### src/rtl/sirv_tl_reg_master.sv
// sirv_tl_reg_master: single-outstanding TL-UL initiator bridging a cmd/rsp register port to A/D channels.
module sirv_tl_reg_master #(
  parameter logic [4:0] SOURCE_ID = 5'd0,
  parameter int TIMEOUT_CYCLES = 255
) (
  input  logic        clock,
  input  logic        reset,
  input  logic        cmd_valid,
  output logic        cmd_ready,
  input  logic        cmd_write,
  input  logic [28:0] cmd_addr,
  input  logic [31:0] cmd_wdata,
  input  logic [3:0]  cmd_mask,
  output logic        rsp_valid,
  input  logic        rsp_ready,
  output logic [31:0] rsp_rdata,
  output logic        rsp_error,
  output logic        rsp_timeout,
  output logic        tl_a_valid,
  input  logic        tl_a_ready,
  output logic [2:0]  tl_a_bits_opcode,
  output logic [2:0]  tl_a_bits_param,
  output logic [2:0]  tl_a_bits_size,
  output logic [4:0]  tl_a_bits_source,
  output logic [28:0] tl_a_bits_address,
  output logic [3:0]  tl_a_bits_mask,
  output logic [31:0] tl_a_bits_data,
  input  logic        tl_d_valid,
  output logic        tl_d_ready,
  input  logic [2:0]  tl_d_bits_opcode,
  input  logic [1:0]  tl_d_bits_param,
  input  logic [2:0]  tl_d_bits_size,
  input  logic [4:0]  tl_d_bits_source,
  input  logic        tl_d_bits_sink,
  input  logic [1:0]  tl_d_bits_addr_lo,
  input  logic [31:0] tl_d_bits_data,
  input  logic        tl_d_bits_error
);
  typedef enum logic [1:0] {IDLE, REQ, WAIT, RSP} state_t;
  state_t state, state_nxt;
  logic        wr_q;
  logic [28:0] addr_q;
  logic [31:0] wdata_q;
  logic [3:0]  mask_q;
  logic [31:0] rdata_q;
  logic        err_q;
  logic        cap, tmo, d_err, a_act;
  logic        unused_d;
  assign unused_d = ^{tl_d_bits_param, tl_d_bits_size, tl_d_bits_sink, tl_d_bits_addr_lo};
  assign a_act             = state == REQ;
  assign cmd_ready         = state == IDLE;
  assign tl_a_valid        = a_act;
  assign tl_a_bits_opcode  = !a_act ? 3'd0 : !wr_q ? 3'd4 : mask_q == 4'hf ? 3'd0 : 3'd1;
  assign tl_a_bits_param   = 3'd0;
  assign tl_a_bits_size    = a_act ? 3'd2 : 3'd0;
  assign tl_a_bits_source  = a_act ? SOURCE_ID : 5'd0;
  assign tl_a_bits_address = a_act ? addr_q : 29'd0;
  assign tl_a_bits_mask    = a_act ? mask_q : 4'd0;
  assign tl_a_bits_data    = a_act && wr_q ? wdata_q : 32'd0;
  assign tl_d_ready        = state != RSP;
  assign rsp_valid         = state == RSP;
  assign rsp_rdata         = rdata_q;
  assign rsp_error         = err_q;
  assign d_err = tl_d_bits_error | (tl_d_bits_source != SOURCE_ID) |
                 (tl_d_bits_opcode != (wr_q ? 3'd0 : 3'd1));
`ifdef SIRV_TL_MASTER_TIMEOUT_EN
  logic [7:0] cnt;
  logic       to_q;
  assign tmo         = state == WAIT && !tl_d_valid && cnt == 8'(TIMEOUT_CYCLES - 1);
  assign rsp_timeout = to_q;
  always_ff @(posedge clock) begin
    if (reset) begin
      cnt  <= 8'd0;
      to_q <= 1'b0;
    end else begin
      cnt <= state == WAIT ? cnt + 8'd1 : 8'd0;
      if (cap || tmo) to_q <= tmo;
    end
  end
`else
  assign tmo         = 1'b0;
  assign rsp_timeout = 1'b0;
`endif
  always_comb begin
    state_nxt = state;
    cap       = 1'b0;
    case (state)
      IDLE: state_nxt = cmd_valid ? REQ : IDLE;
      REQ: begin
        cap       = tl_a_ready && tl_d_valid;
        state_nxt = !tl_a_ready ? REQ : tl_d_valid ? RSP : WAIT;
      end
      WAIT: begin
        cap       = tl_d_valid;
        state_nxt = tl_d_valid || tmo ? RSP : WAIT;
      end
      default: state_nxt = rsp_ready ? IDLE : RSP;
    endcase
  end
  always_ff @(posedge clock) begin
    if (reset) begin
      state   <= IDLE;
      wr_q    <= 1'b0;
      addr_q  <= 29'd0;
      wdata_q <= 32'd0;
      mask_q  <= 4'd0;
      rdata_q <= 32'd0;
      err_q   <= 1'b0;
    end else begin
      state <= state_nxt;
      if (cmd_ready && cmd_valid) begin
        wr_q    <= cmd_write;
        addr_q  <= cmd_addr;
        wdata_q <= cmd_wdata;
        mask_q  <= cmd_mask;
      end
      if (cap || tmo) begin
        rdata_q <= cap && !wr_q && !d_err ? tl_d_bits_data : 32'd0;
        err_q   <= cap ? d_err : 1'b1;
      end
    end
  end
endmodule

### config.mk
export PLATFORM = sky130hd
export DESIGN_NAME = sirv_tl_reg_master
export DESIGN_NICKNAME = d
export VERILOG_FILES = /design/src/rtl/sirv_tl_reg_master.sv
export SDC_FILE = /design/constraint.sdc
export NUM_CORES = 1
export LEC_CHECK = 0
export ABC_AREA = 1
export CAP_MARGIN = 40
export CORE_AREA = 2 2 114 116
export CTS_BUF_LIST = sky130_fd_sc_hd__clkbuf_8
export DETAILED_ROUTE_END_ITERATION = 10
export DIE_AREA = 0 0 116 118
export GPL_ROUTABILITY_DRIVEN = 0
export PLACE_DENSITY = 0.77
export SLEW_MARGIN = 20
export SYNTH_ARGS = -nofsm -noshare
export SYNTH_HDL_FRONTEND = slang
export SYNTH_SLANG_ARGS = --single-unit
export TNS_END_PERCENT = 50
### constraint.sdc
create_clock -name clock -period 1.5 [get_ports clock]
set_input_delay 0.15 -clock clock [delete_from_list [all_inputs] [get_ports clock]]
set_output_delay 0.15 -clock clock [all_outputs]
set_load 0.1 [all_outputs]
* After elaboration in Yosys (flattened, before gate mapping)
Cells that the tools add are included.
** Storage, ports and cells
- Word-level logic and storage cells :: 39
- Output and inout port bits :: 117
- Input port bits :: 121
- Register bits after elaboration :: 101
** Operators by class
- Eq/ne operators :: 6
- Reduce and logical (&&, ||, !) cells :: 9
- Bitwise gates (word level) :: 2
- Multiplexer cells :: 15
** Operators by type and width (count)
- 32-bit two-way mux :: 2
- 29-bit two-way mux :: 1
- 2-bit two-way mux :: 3
- 3-bit two-way mux :: 2
- 2-bit one-hot mux with 3 select lines :: 1
- 1-bit logical AND :: 5
- 5-bit nonzero test :: 1
- 2-bit equality test (second input constant) :: 2
- 4-bit equality test (second input constant) :: 1
- 1-bit two-way mux :: 4
- 4-bit two-way mux :: 1
- 3-bit by 1-bit inequality test with 1-bit output :: 1
- 2-bit by 1-bit equality test with 1-bit output (second input constant) :: 1
- 1-bit logical NOT :: 2
- 2-bit logical NOT :: 1
- 2-bit inequality test (second input constant) :: 1
- 1-bit bitwise OR :: 2
- 1-bit one-hot mux with 2 select lines :: 1

* Longest topological paths before layout
- Depth after elaboration :: 6
- Gate-level depth with buffers :: 10
- Depth with buffers taken out :: 8

* Worst setup path after synthesis
OpenSTA, ideal clock, no wires.
- Kind :: register -> output
- Start :: register state[1]
- End :: output tl_a_bits_opcode[0]
- Data required time :: 1.350 ns
- Path buffers :: 0
- Arrival time :: 2.935 ns
- Setup slack :: -1.585 ns
- Cell stages (with the launch flop) :: 5
- Path through :: dfxtp_1 inv_1 ha_1 nand2_1 a41oi_1
** Between the ends
- Word-level cells in the longest chain between the ends :: 2
** Ends and longest elaborated chain
- start: declaration :: line 40 : state_t state, state_nxt;
- start signal: assignment :: line 110 : state <= state_nxt;
- 2-bit by 1-bit equality test with 1-bit output :: line 50 : assign a_act = state == REQ;
- via tl_a_valid :: line 19 : output logic tl_a_valid,
- 3-bit two-way mux :: line 53 : assign tl_a_bits_opcode = !a_act ? 3'd0 : !wr_q ? 3'd4 : mask_q == 4'hf ? 3'd0 : 3'd1;
- end: declaration :: line 21 : output logic [2:0] tl_a_bits_opcode,
The timed path passes the listed nets, and every way through them passes these cells.

* Worst setup path in the final report
- Start :: register state[1]
- End :: output tl_a_bits_address[14]
** Between the ends
- Word-level cells in the longest chain between the ends :: 2
** Ends and longest elaborated chain
- 2-bit by 1-bit equality test with 1-bit output :: line 50
- 29-bit two-way mux :: line 57 : assign tl_a_bits_address = a_act ? addr_q : 29'd0;
- end: declaration :: line 25 : output logic [28:0] tl_a_bits_address,
No other way between the ends.

==> results by group <==
Placed design
  • Cell Count Post-Placement: slightly below 1000
  • Placed cell areas: 8317 sq um
  • I/O Buffers: 217
  • Final HPWL DP: between 10 and 15 mm

Detailed routing
  • Post-route ant nets: 0
  • DRT Pass-1 Iters: 4
  • Detailed Route Iter0 Violations: ~280
  • DRC viols: 0
  • Vias/cell: around 4.6
  • Total wire length: between 10 and 15 mm
  • Vias: 4578
  • Routed length per instance: between 10 and 15 um

Final layout
  • ANT cells: 0
  • Fin util: between 70% and 80%
  • Synthesis-to-finish area growth: 97.62%
  • Fin cells: between 900 and 1000
  • Final nets: about 940
  • Layout cells sized above 1: a little under a third
  • Final instance area: ~8700 sq um

Power
  • Worst VDD drop: slightly below 0.6 mV
  • P_int: approximately 4.5 mW
  • Sw Pwr: approximately 2.4 mW
  • Clock power share: 24.6%
  • Total power draw: between 6 and 7 mW
  • Leakage power total: about 3.1 nW
  • Logic gate share of total power: 33.0%
  • Switching Share: between 30% and 40%
  • Power Density: roughly 800 nW/um^2
  • Sequential power share: between 40% and 50%

Clock network
  • CTS Sinks: ~100
  • CTS tree: built
  • Clock Path Buffers: 2
  • Clk_lat worst skew: around 0.38 ns
  • H-tree depth: 3
  • CTS Hold Bufs: 0
  • Root buffer cell: clkbuf_8
  • Clock-pin slew on the worst setup and hold paths: ~0.090 ns
  • CTS Buf Count: 9

Setup path
  • Critical Path Start Type: flop
  • Crit Path Category: reg2out
  • Worst EP required: approximately 1.4 ns
  • WP data arrival: approximately 1.6 ns
  • Worst setup EP type: primary output
  • Worst Path Max Fanout: 33

STA
  • # setup viols final: a little over 100
  • Final Cycle Share: 115.5%
  • Setup_tns: -15.42 ns
  • Final WS setup: -0.2332 ns
  • Final Hold Viols: 0
  • Slew HR: around 63%
  • Crit path time final: 1.733 ns
  • Max Freq: between 0.5 and 0.6 GHz
  • RSZ-0062 raised after global routing: yes
  • Slew @ Worst Pin: between 0.5 and 0.6 ns
  • Clock skew: just over 0.006 ns
  • Pins Over Slew Limit: 0

Floorplanning
  • I/O pins: 238
  • Die X: approximately 120 um
  • FP Rows: 41
  • Die area: 13690 sq um
  • Core Area: roughly 12000 sq um
  • Die height: roughly 120 um
  • Initial core utilization: 35.52%

Synthesis
  • Synthesized flop and latch total: a little over 100
  • Mean Syn Cell Area: ~7.3 sq um
  • Post-Syn Area: roughly 4400 sq um
  • Yosys warns: 0
  • Distinct cells, synth: 23
  • Register area share after synthesis: a little under half
  • Synth Instances: 601

Run status
  • Failing checks: negative setup slack
  • Outcome: complete, but fails checks

Global routing
  • Remaining global-route overflow: 0
  • Initial antenna violation count: 0
  • GRT Resource Usage Total: approximately a fifth
  • Number of global-route vias before repair: approximately 4400
  • Global-route wire length before repair: ~22 mm
  • Largest net degree at the start of global routing: between 70 and 80

Flow run
  • Max Cap Viol: 0

Worst hold path
  • HP Class: in2reg
## synth_stat cells
| cell type | n | area share (%) |
|---|---|---|
| nand2_2 | 4 | 0.57 |
| buf_6 | 7 | 1.8 |
| a21oi_1 | 68 | 7.7 |
| a41oi_1 | 1 | 0.20 |
| buf_2 | 8 | 0.91 |
| clkbuf_1 | 21 | 1.8 |
| inv_1 | 77 | 6.6 |
| nand4_1 | 32 | 4.5 |
| nand2_1 | 141 | 12 |
| buf_4 | 16 | 2.7 |
| a211oi_1 | 33 | 5.6 |
| conb_1 | 1 | 0.085 |
| or2_2 | 1 | 0.14 |
| inv_2 | 1 | 0.085 |
| dfxtp_1 | 101 | 46 |
| nand2_4 | 1 | 0.26 |
| nor2_1 | 70 | 6.0 |
| nand3_1 | 1 | 0.11 |
| and2_1 | 1 | 0.14 |
| buf_1 | 6 | 0.51 |
| nor2_4 | 2 | 0.51 |
| o21ai_0 | 2 | 0.23 |
| ha_1 | 6 | 1.7 |
## per-layer routing
layer / wire (um) / share of wire [%] / track usage, %
met1: 5300 / 38 / 23.23
met2: 7101 / 51 / 35.27
met3: 1380 / 9.9 / 9.629
met4: 129 / 0.93 / 4.688
met5: 0 / 0 / 0
## flip-flops by register name, indices dropped and copies added, names as in the netlist
| signal | count |
|---|---|
| wr_q | 1 |
| state | 2 |
| wdata_q | 32 |
| rsp_error | 1 |
| rsp_rdata | 32 |
| addr_q | 29 |
| mask_q | 4 |
## cells by family after synthesis
logic type	Yosys count	synth area share (%)
AO/OA/AOI/OAI	104	13.76
adder cells (fa/ha/maj)	6	1.703
buffers and inverters	136	14.36
flip-flops	101	45.86
other	1	0.08505
AND/OR/NAND/NOR	253	24.23
## path summary, 6_finish.rpt
check,from,to,slack [ns],cells past startpoint
max,state[1],tl_a_bits_address[14],-0.23,6
min,reset,rsp_rdata[29],0.27,2
min reg2reg,addr_q[0],addr_q[0],0.47,2
max reg2reg,state[1],rsp_rdata[21],-0.12,10
## critical path, stage by stage, from the launching register on
cell and delay (ns):
dfxtp_4 0.36, inv_4 0.06, ha_4 0.18, buf_12 0.20, nand2_1 0.12, clkinvlp_4 0.10
buf_12 0.17
## power by group through the flow
stage	Clock (mW)	Combinational [mW]	Sequential [mW]
3_5_place_dp	0	2.20	3.01
3_3_place_gp	0	2.17	3.00
6_report	1.71	2.29	2.95
4_1_cts	1.79	2.25	2.95
2_1_floorplan	0	1.40	3.01
5_1_grt	1.91	2.44	2.97
## cells in the final DEF, fill, tap and decap left out, drive strengths merged
cell / netlist / routed
nand2: 146 / 146
buf: 37 / 140
clkdlybuf4s50: 0 / 111
dfxtp: 101 / 101
nor2: 72 / 72
a21oi: 68 / 68
inv: 78 / 49
a211oi: 33 / 33
clkinvlp: 0 / 32
nand4: 32 / 32
conb: 1 / 12
clkbuf: 21 / 9
ha: 6 / 6
clkinv: 0 / 3
o21ai: 2 / 2
a41oi: 1 / 1
and2: 1 / 1
nand3: 1 / 1
or2: 1 / 1
bufinv: 0 / 1
## timing repair
action / CTS / global route
endpoints found under the setup margin: 83 / 132
pin swaps: 5 / 2
setup buffers: 5 / 4
resized for setup: 15 / 18
gates cloned: 1 / 0
## metrics by stage
| stage | hold WS [ns] | setup slack [ns] |
|---|---|---|
| floorplan | 0.2935 | -0.1659 |
| global placement | 0.4509 | 0.02577 |
| detailed placement | 0.4547 | -0.05233 |
| CTS | 0.2441 | -0.2684 |
| global route | 0.2811 | -0.3468 |
| finish | 0.2720 | -0.2332 |
## final cells by class
type	instances	area, sq um
multi-input combinational	375	2178
tap	172	215.2
clock inverter	7	67.56
fill	940	3701
sequential	101	2029
inverter	78	410.4
timing repair buffer	251	3689
clock buffer	9	123.9
(Power assumes the default switching activity.)
